## src/rtl/stabilizer_array.sv

```systemverilog
// Multi-channel input stabilizer: per-channel synchroniser, saturating stability filter,
// and registered rise/fall/long-press event pulses.
module stabilizer_array #(
  parameter int CHANNELS       = 4,
  parameter int SYNC_DEPTH     = 3,
  parameter int LENGTH_IN_BITS = 4,
  parameter int HOLD_IN_BITS   = 20
) (
  input  logic                clk,
  input  logic                reset_n,
  input  logic [CHANNELS-1:0] in,
  output logic [CHANNELS-1:0] out,
  output logic [CHANNELS-1:0] rise,
  output logic [CHANNELS-1:0] fall,
  output logic [CHANNELS-1:0] hold,
  output logic                any_event
);

  localparam logic [LENGTH_IN_BITS-1:0] LEN_MAX  = '1;
  localparam logic [LENGTH_IN_BITS-1:0] LEN_ONE  = {{(LENGTH_IN_BITS-1){1'b0}}, 1'b1};
  localparam logic [HOLD_IN_BITS-1:0]   HOLD_MAX = '1;
  localparam logic [HOLD_IN_BITS-1:0]   HOLD_ONE = {{(HOLD_IN_BITS-1){1'b0}}, 1'b1};
  localparam logic [HOLD_IN_BITS-1:0]   HOLD_PRE = HOLD_MAX - HOLD_ONE;

  logic [CHANNELS-1:0] r_sync [SYNC_DEPTH];
  logic [CHANNELS-1:0] w_in_s;

  // Synchroniser chain; the last stage is the filter input.
  always_ff @(posedge clk or negedge reset_n) begin
    if (!reset_n) begin
      for (int s = 0; s < SYNC_DEPTH; s++) begin
        r_sync[s] <= '0;
      end
    end else begin
      r_sync[0] <= in;
      for (int s = 1; s < SYNC_DEPTH; s++) begin
        r_sync[s] <= r_sync[s-1];
      end
    end
  end

  assign w_in_s = r_sync[SYNC_DEPTH-1];

  for (genvar g = 0; g < CHANNELS; g++) begin : g_ch
    logic                      r_cand;
    logic [LENGTH_IN_BITS-1:0] r_cnt;
    logic                      r_out;
    logic                      r_rise;
    logic                      r_fall;
    logic                      r_hold;
    logic [HOLD_IN_BITS-1:0]   r_hcnt;

    logic                      w_cand_nxt;
    logic [LENGTH_IN_BITS-1:0] w_cnt_nxt;
    logic                      w_out_nxt;
    logic [HOLD_IN_BITS-1:0]   w_hcnt_nxt;
    logic                      w_hold_nxt;

    // Stability filter: out follows cand only once the count has saturated.
    always_comb begin
      w_cand_nxt = r_cand;
      w_cnt_nxt  = r_cnt;
      w_out_nxt  = r_out;
      if (w_in_s[g] != r_cand) begin
        w_cand_nxt = w_in_s[g];
        w_cnt_nxt  = '0;
      end else if (r_cnt != LEN_MAX) begin
        w_cnt_nxt = r_cnt + LEN_ONE;
      end else begin
        w_out_nxt = r_cand;
      end
    end

    // Hold counter runs only across edges where out stays 1, so rise and fall both clear it.
    always_comb begin
      w_hcnt_nxt = '0;
      w_hold_nxt = 1'b0;
      if (r_out && w_out_nxt) begin
        if (r_hcnt != HOLD_MAX) begin
          w_hcnt_nxt = r_hcnt + HOLD_ONE;
          w_hold_nxt = (r_hcnt == HOLD_PRE);
        end else begin
          w_hcnt_nxt = r_hcnt;
        end
      end else begin
        w_hcnt_nxt = '0;
      end
    end

    always_ff @(posedge clk or negedge reset_n) begin
      if (!reset_n) begin
        r_cand <= 1'b0;
        r_cnt  <= '0;
        r_out  <= 1'b0;
        r_rise <= 1'b0;
        r_fall <= 1'b0;
        r_hold <= 1'b0;
        r_hcnt <= '0;
      end else begin
        r_cand <= w_cand_nxt;
        r_cnt  <= w_cnt_nxt;
        r_out  <= w_out_nxt;
        r_rise <= ~r_out & w_out_nxt;
        r_fall <= r_out & ~w_out_nxt;
        r_hold <= w_hold_nxt;
        r_hcnt <= w_hcnt_nxt;
      end
    end

    assign out[g]  = r_out;
    assign rise[g] = r_rise;
    assign fall[g] = r_fall;
    assign hold[g] = r_hold;
  end

  assign any_event = |{rise, fall, hold};

endmodule

```

## config.mk

```make
export PLATFORM = sky130hd
export DESIGN_NAME = stabilizer_array
export DESIGN_NICKNAME = d
export VERILOG_FILES = /design/src/rtl/stabilizer_array.sv
export SDC_FILE = /design/constraint.sdc
export NUM_CORES = 1
export LEC_CHECK = 0
export BUFFER_PORTS_ARGS = -buffer_cell sky130_fd_sc_hd__buf_2
export CORE_AREA = 2 2 115 117
export DETAILED_ROUTE_END_ITERATION = 12
export DIE_AREA = 0 0 117 119
export PLACE_DENSITY = 0.77
export SLEW_MARGIN = 20
export SYNTH_ARGS = -nofsm -noshare
export SYNTH_HDL_FRONTEND = slang
export SYNTH_SLANG_ARGS = --single-unit
```

## constraint.sdc

```tcl
create_clock -name clk -period 2.5 [get_ports clk]
set_input_delay 0 -clock clk [delete_from_list [all_inputs] [get_ports clk]]
set_output_delay 0 -clock clk [all_outputs]
set_load 0.01 [all_outputs]
```

==> reports/metrics.cfg, run 1 <==
[outcome]
status = finished clean

[critical_path]
start_kind = flop
end_kind = flop
critPathKind = reg -> reg
crit_required_ps = 2810
cp.arrival_ps = 2390
cp_max_fo = 21
reg2regPathDepth = 5

[sta]
slew_violations = 0
slew_headroom_pct = 49.3
fin_crit_ps = 2070
worst_pin_slew_ps = 761
hold_viol_final = 0
setup_viol = 0
max_freq_mhz = 482
period_share_pct = 83.0
skew_ps = 8.08
rsz0062_at_grt = no
setup_tns_ps = 0

[clocking]
post_cts_buffers = 0
cts_tree = built
cts.clk_slew.worst_paths_ps = 50
cts_buffer_depth = 2
cts_htree_levels = 4
cts_buffers = 17
numClockSinks = 128
root_buffer = clkbuf_16
clk-insertion-delay-late_ps = 420

[drt]
first_iter_violations = 448
dr_total_vias = 5632
via_per_inst = 6.15
avgRoutedWirePerCell_um = 15.9
drc = 0
firstDrtPassIters = 7
antenna_left = 0
finalWirelength_mm = 14.6

[floorplanning]
start_util_pct = 52.8
core-area_um2 = 12900
die_w_um = 117
die_y_um = 119
rows = 42
dieArea_um2 = 13900
io-pin-count = 23

[global_routing]
grtUsageTotal_pct = 22.5
grtUsageMet2_pct = 34.4
grt_max_degree = 59
grt_busiest_layer = met2
gr-total-overflow = 0
grt_pass1_wl_mm = 24.8
use_met1_pct = 30.9
grt_antenna_before_repair = 0
use_met3_pct = 5.90
grt_pass1_vias = 5391

[synthesis]
synth_cells = 716
async_reset_ff_share_pct = 100
synth_seq_cells = 128
synth_flop_cell = dfrtp_1
yosysSeqAreaShare_pct = 47.1
syn_avg_cell_area_um2 = 9.49
syn_nets = 734
synth_area_um2 = 6790
synthDistinctLibCells = 56
yosys_warnings = 0
synth_edf_count = 0

[power_and_ir_drop]
clkPwrFrac_pct = 38.9
combPwrFrac_pct = 14.1
p_sw_mw = 1.63
leakagePower_nw = 3.16
ir_drop_mv = 0.492
switching_share_pct = 29.3
total_power_mw = 5.58
intPower_mw = 3.95
power_per_cell_area_nw_per_um2 = 738
seqPwrFrac_pct = 47.0

[placement]
gp_congestion = 0.915
dp_hpwl_mm = 9.76
portBuffers = 22

[layout]
diodes = 0
nets = 746
mostFrequentLayoutCell = dfrtp_1
mostFrequentLayoutCells = dfrtp_1 (128), nand2_1 (79), a21oi_1 (50)
syn_to_final_growth_pct = 11.4
drive_gt1_share_pct = 9.59

[worst_hold_path]
hold_class = in -> async

[flow_run]
maxCapViolCount = 0

## state kept, by name, indices dropped and copies added, names as in the netlist
register and cells:
g_ch.r_hcnt 80, g_ch.r_cnt 16, r_sync 8, g_ch.r_cand 4, g_ch.r_fall 4, g_ch.r_hold 4, g_ch.r_out 4, g_ch.r_rise 4
w_in_s 4
## worst max-delay path, stage by stage, from the launching register on
cell and delay, ps:
dfrtp_1 420, ha_1 260, nand3_1 250, o31a_1 670, o311ai_0 260, o41ai_1 110
## layer usage
metal | vias to the layer above | routed length, µm
li1 | 2719 | -
met1 | 2759 | 6900
met2 | 143 | 6950
met3 | 11 | 595
met4 | 0 | 107
met5 | - | 0
## final timing paths
check	startpoint	endpoint	slack [ps]
min reg2reg	r_sync[9]	r_sync[5]	350
max reg2reg	g_ch[2].r_cnt[0]	g_ch[2].r_hcnt[14]	430
min	reset_n	g_ch[3].r_hcnt[9]	130
min in group clk	in[3]	r_sync[11]	220
max in group asynchronous	reset_n	g_ch[1].r_hcnt[8]	1600
max	g_ch[2].r_cnt[0]	g_ch[2].r_hcnt[14]	430
## kinds of logic after synthesis
family,Yosys count,synth area share (%)
compound gates,160,15.5
xor+xnor,9,1.16
fa+ha+maj,12,2.21
buf+inv,65,4.64
flops,128,47.1
mux,26,3.83
simple gates,316,25.5
## through the flow
stage / hold WS [ps] / setup WS, ps / instance area (µm²) / utilization (%) / cells
floorplan: -296 / 651 / 6790 / - / 716
global placement: 32.8 / 572 / 7010 / 54.4 / 880
detailed placement: 42.5 / 458 / 7010 / 54.4 / 880
CTS: 133 / 447 / 7570 / 58.8 / 916
global route: 184 / 264 / 7570 / 58.8 / 916
finish: 133 / 426 / 7570 / 58.8 / 916
## area by class of cell
cell class	instances	area [µm²]
clock inverter	6	35.0
clock buffer	25	475
multi-input combinational	523	3290
tap	176	220
sequential	128	3200
inverter	16	60.1
timing repair buffer	42	288
fill	1058	5310
## cells in the mapped netlist (2+ instances only)
library cell | count | area, µm²
a2111o_1 | 13 | 146
a211oi_1 | 18 | 135
a21oi_1 | 50 | 250
a31oi_1 | 12 | 75.1
a41oi_1 | 2 | 17.5
and2_1 | 6 | 37.5
and3_1 | 10 | 62.6
and4_1 | 16 | 140
buf_2 | 4 | 20.0
buf_4 | 17 | 128
clkbuf_1 | 25 | 93.8
clkbuf_2 | 2 | 10.0
dfrtp_1 | 128 | 3200
ha_1 | 12 | 150
inv_1 | 16 | 60.1
mux2i_1 | 26 | 260
nand2_1 | 79 | 297
nand2b_1 | 23 | 144
nand3_1 | 34 | 170
nand4_1 | 30 | 188
nand4b_1 | 4 | 35.0
nor2_1 | 32 | 120
nor3_1 | 33 | 165
nor3_2 | 2 | 20.0
nor3b_1 | 4 | 30.0
nor4_1 | 14 | 87.6
nor4b_1 | 2 | 17.5
o2111ai_1 | 2 | 17.5
o211ai_1 | 2 | 15.0
o21ai_0 | 31 | 155
o31a_1 | 4 | 35.0
o31ai_1 | 14 | 105
or3_1 | 6 | 37.5
or4_1 | 14 | 105
xnor2_1 | 5 | 43.8
xor2_1 | 4 | 35.0
## timing repair
item,in CTS,in global routing
gates resized for setup,0,0
endpoints found under the hold margin,47,0
hold buffers,5,0
## power by group through the flow
| stage | clock [mW] | sequential [mW] | combinational (mW) |
|---|---|---|---|
| CTS | 2.21 | 2.61 | 0.791 |
| finish | 2.17 | 2.62 | 0.786 |
| global placement | 0 | 2.62 | 0.726 |
| floorplan | 0 | 2.56 | 0.615 |
| global route | 2.32 | 2.67 | 0.907 |
| detailed placement | 0 | 2.64 | 0.782 |
Note: power is estimated with default switching activity, not from simulation.
==> run 2, diff against run 1 <==
- PLACE_DENSITY: 0.77 -> 0.8
- clock period: 2.5 -> 1.9 ns (I/O delays scaled with it)
==> run 2 against run 1 <==
Against the previous run: sequential share of layout area shrank 2.9 points; maximum frequency increased by 14%; sequential power grew 30%; hold slack better by 11 ps; register-to-register slack got worse by 340 ps; critical endpoint is now g_ch[3].r_hcnt[15]; largest cell class unchanged.
==> reports/metrics.cfg, run 2 (synthesized netlist as in run 1, its figures left out) <==
[floorplanning]
dieArea_um2 = 13900  ; unchanged
rows = 42  ; unchanged
die_w_um = 117  ; unchanged
die_y_um = 119  ; unchanged
core-area_um2 = 12900  ; unchanged
start_util_pct = 52.8  ; unchanged
io-pin-count = 23  ; unchanged

[placement]
gp_congestion = 0.864  ; -5.6%
portBuffers = 22  ; unchanged
dp_hpwl_mm = 10.7  ; +10%

[sta]
skew_ps = 5.32  ; -2.77 ps
slew_headroom_pct = 57.9  ; +8.6 points
period_share_pct = 95.4  ; +12 points
slew_violations = 0  ; unchanged
worst_pin_slew_ps = 632  ; -129 ps
setup_viol = 0  ; unchanged
hold_viol_final = 0  ; unchanged
max_freq_mhz = 552  ; +14%
holdWs_ps = 144  ; +11.1 ps
fin_crit_ps = 1810  ; -262 ps

[layout]
largest_register = g_ch.r_hcnt
largest_reg_flops = 80  ; unchanged
mostFrequentLayoutCell = dfrtp_1
mostFrequentLayoutCells = dfrtp_1 (126), nand2_1 (79), a21oi_1 (50)
fin_util_pct = 63.2  ; +4.4 points
syn_to_final_growth_pct = 19.7
reg.largest.list = g_ch.r_hcnt x80, g_ch.r_cnt x16, r_sync x8
diodes = 0  ; unchanged
drive_gt1_share_pct = 16.7  ; +7.1 points
nets = 783  ; +5.0%

[clocking]
cts_tree = built
root_buffer = clkbuf_16
clk-insertion-delay-late_ps = 420  ; about the same
cts_htree_levels = 4  ; unchanged
numClockSinks = 128  ; unchanged
cts_buffer_depth = 2  ; unchanged
cts.clk_slew.worst_paths_ps = 60  ; about the same
cts_buffers = 17  ; unchanged

[power_and_ir_drop]
clkPwrFrac_pct = 42.6  ; +3.7 points
intPower_mw = 5.97  ; +51%
total_power_mw = 8.26  ; +48%
seqPwrFrac_pct = 41.2  ; -5.8 points
switching_share_pct = 27.8  ; -1.5 points
leakagePower_nw = 3.44  ; +8.8%
p_sw_mw = 2.29  ; +40%
power_per_cell_area_nw_per_um2 = 1020  ; +38%
combPwrFrac_pct = 16.2  ; +2.1 points
ir_drop_mv = 0.716  ; +45%

[flow_run]
maxCapViolCount = 0  ; unchanged

[drt]
antenna_left = 0  ; unchanged
drc = 0  ; unchanged
finalWirelength_mm = 15.8  ; +8.3%
via_per_inst = 6.20  ; +0.88%
first_iter_violations = 411  ; -8.3%
firstDrtPassIters = 8  ; +1
avgRoutedWirePerCell_um = 16.5  ; +4.0%
dr_total_vias = 5917  ; +5.1%

[global_routing]
grtUsageTotal_pct = 24.3  ; +1.8 points
grt_pass1_wl_mm = 27.0  ; +9.1%
gr-total-overflow = 0  ; unchanged
grt_antenna_before_repair = 0  ; unchanged
grt_max_degree = 50  ; -15%
grt_pass1_vias = 5760  ; +6.8%

[critical_path]
r2r-start = g_ch[3].r_hcnt[0]
crit_required_ps = 2240  ; -570 ps
start_kind = flop
end_kind = flop
crit_start = g_ch[3].r_hcnt[0]
reg2regPathDepth = 6  ; +1
critPathKind = reg -> reg
cp_max_fo = 5  ; -76%
regToRegSetupSlack_ps = 90  ; -340 ps
endpoint = g_ch[3].r_hcnt[15]
cp.arrival_ps = 2150  ; -240 ps
reg2reg_to = g_ch[3].r_hcnt[15]

[outcome]
status = finished clean

[worst_hold_path]
hold_class = in -> async

[run 2: cell count changes in the layout (fill, tap and decap cells not counted), sizes merged]
cell | before | now
buf | 37 | 74
clkbuf | 25 | 18
bufinv | 0 | 5
clkinv | 4 | 5
clkinvlp | 2 | 3
inv | 16 | 17
[run 2: power groups by stage]
| stage | clock (mW) | sequential, mW | combinational [mW] |
|---|---|---|---|
| finish | 3.52 | 3.40 | 1.34 |
| detailed placement | 0 | 3.41 | 1.26 |
| CTS | 3.57 | 3.37 | 1.29 |
| global placement | 0 | 3.38 | 1.18 |
| global route | 3.72 | 3.46 | 1.52 |
| floorplan | 0 | 3.37 | 0.809 |
[run 2: critical path: stages (launching register included)]
cell and delay, ps:
dfrtp_1 410, ha_2 220, nand3_1 110, buf_4 140, nor3_4 50, a2111oi_1 560, mux2i_1 230
[run 2: timing repair]
action,in CTS,in global routing
setup buffers,0,2
gates resized for setup,0,23
hold buffers,5,0
setup endpoints to repair,0,30
endpoints found under the hold margin,46,0
[run 2: per-layer routing]
metal / share of wire, % / GRT usage [%]
met1: 43 / 32.6
met2: 50 / 39.3
met3: 4.9 / 4.99
met4: 2.0 / 8.01
met5: 0 / 0
[run 2: cell type report]
class | instances | area, µm²
Clock buffer | 18 | 429
Clock inverter | 14 | 214
Fill cell | 1013 | 4740
Inverter | 16 | 60.1
Multi-Input combinational cell | 523 | 3380
Sequential cell | 128 | 3210
Tap cell | 176 | 220
Timing Repair Buffer | 79 | 619
[run 2: worst min-delay path by stage]
| stage | startpoint | end | slack, ps | cells past startpoint |
|---|---|---|---|---|
| 6_report | reset_n | g_ch[3].r_hcnt[3] | 140 | 2 |
| 5_1_grt | reset_n | g_ch[3].r_hcnt[3] | 180 | 2 |
| 4_1_cts | reset_n | g_ch[3].r_hcnt[6] | 150 | 2 |
| 3_5_place_dp | reset_n | g_ch[3].r_hcnt[6] | 60 | 1 |
| 3_3_place_gp | reset_n | g_ch[3].r_hcnt[6] | 40 | 1 |
| 2_1_floorplan | reset_n | g_ch[0].r_cand | -300 | 0 |
[run 2: through the flow]
| stage | TNS (ps) | cells | setup WS, ps | area [µm²] |
|---|---|---|---|---|
| 6_report | 0 | 954 | 88.1 | 8130 |
| 5_1_grt | -77.4 | 954 | -23.7 | 8130 |
| 2_1_floorplan | 0 | 716 | 51.1 | 6790 |
| 4_1_cts | 0 | 952 | 43.8 | 8010 |
| 3_5_place_dp | 0 | 915 | 50.8 | 7320 |
| 3_3_place_gp | 0 | 915 | 139 | 7320 |
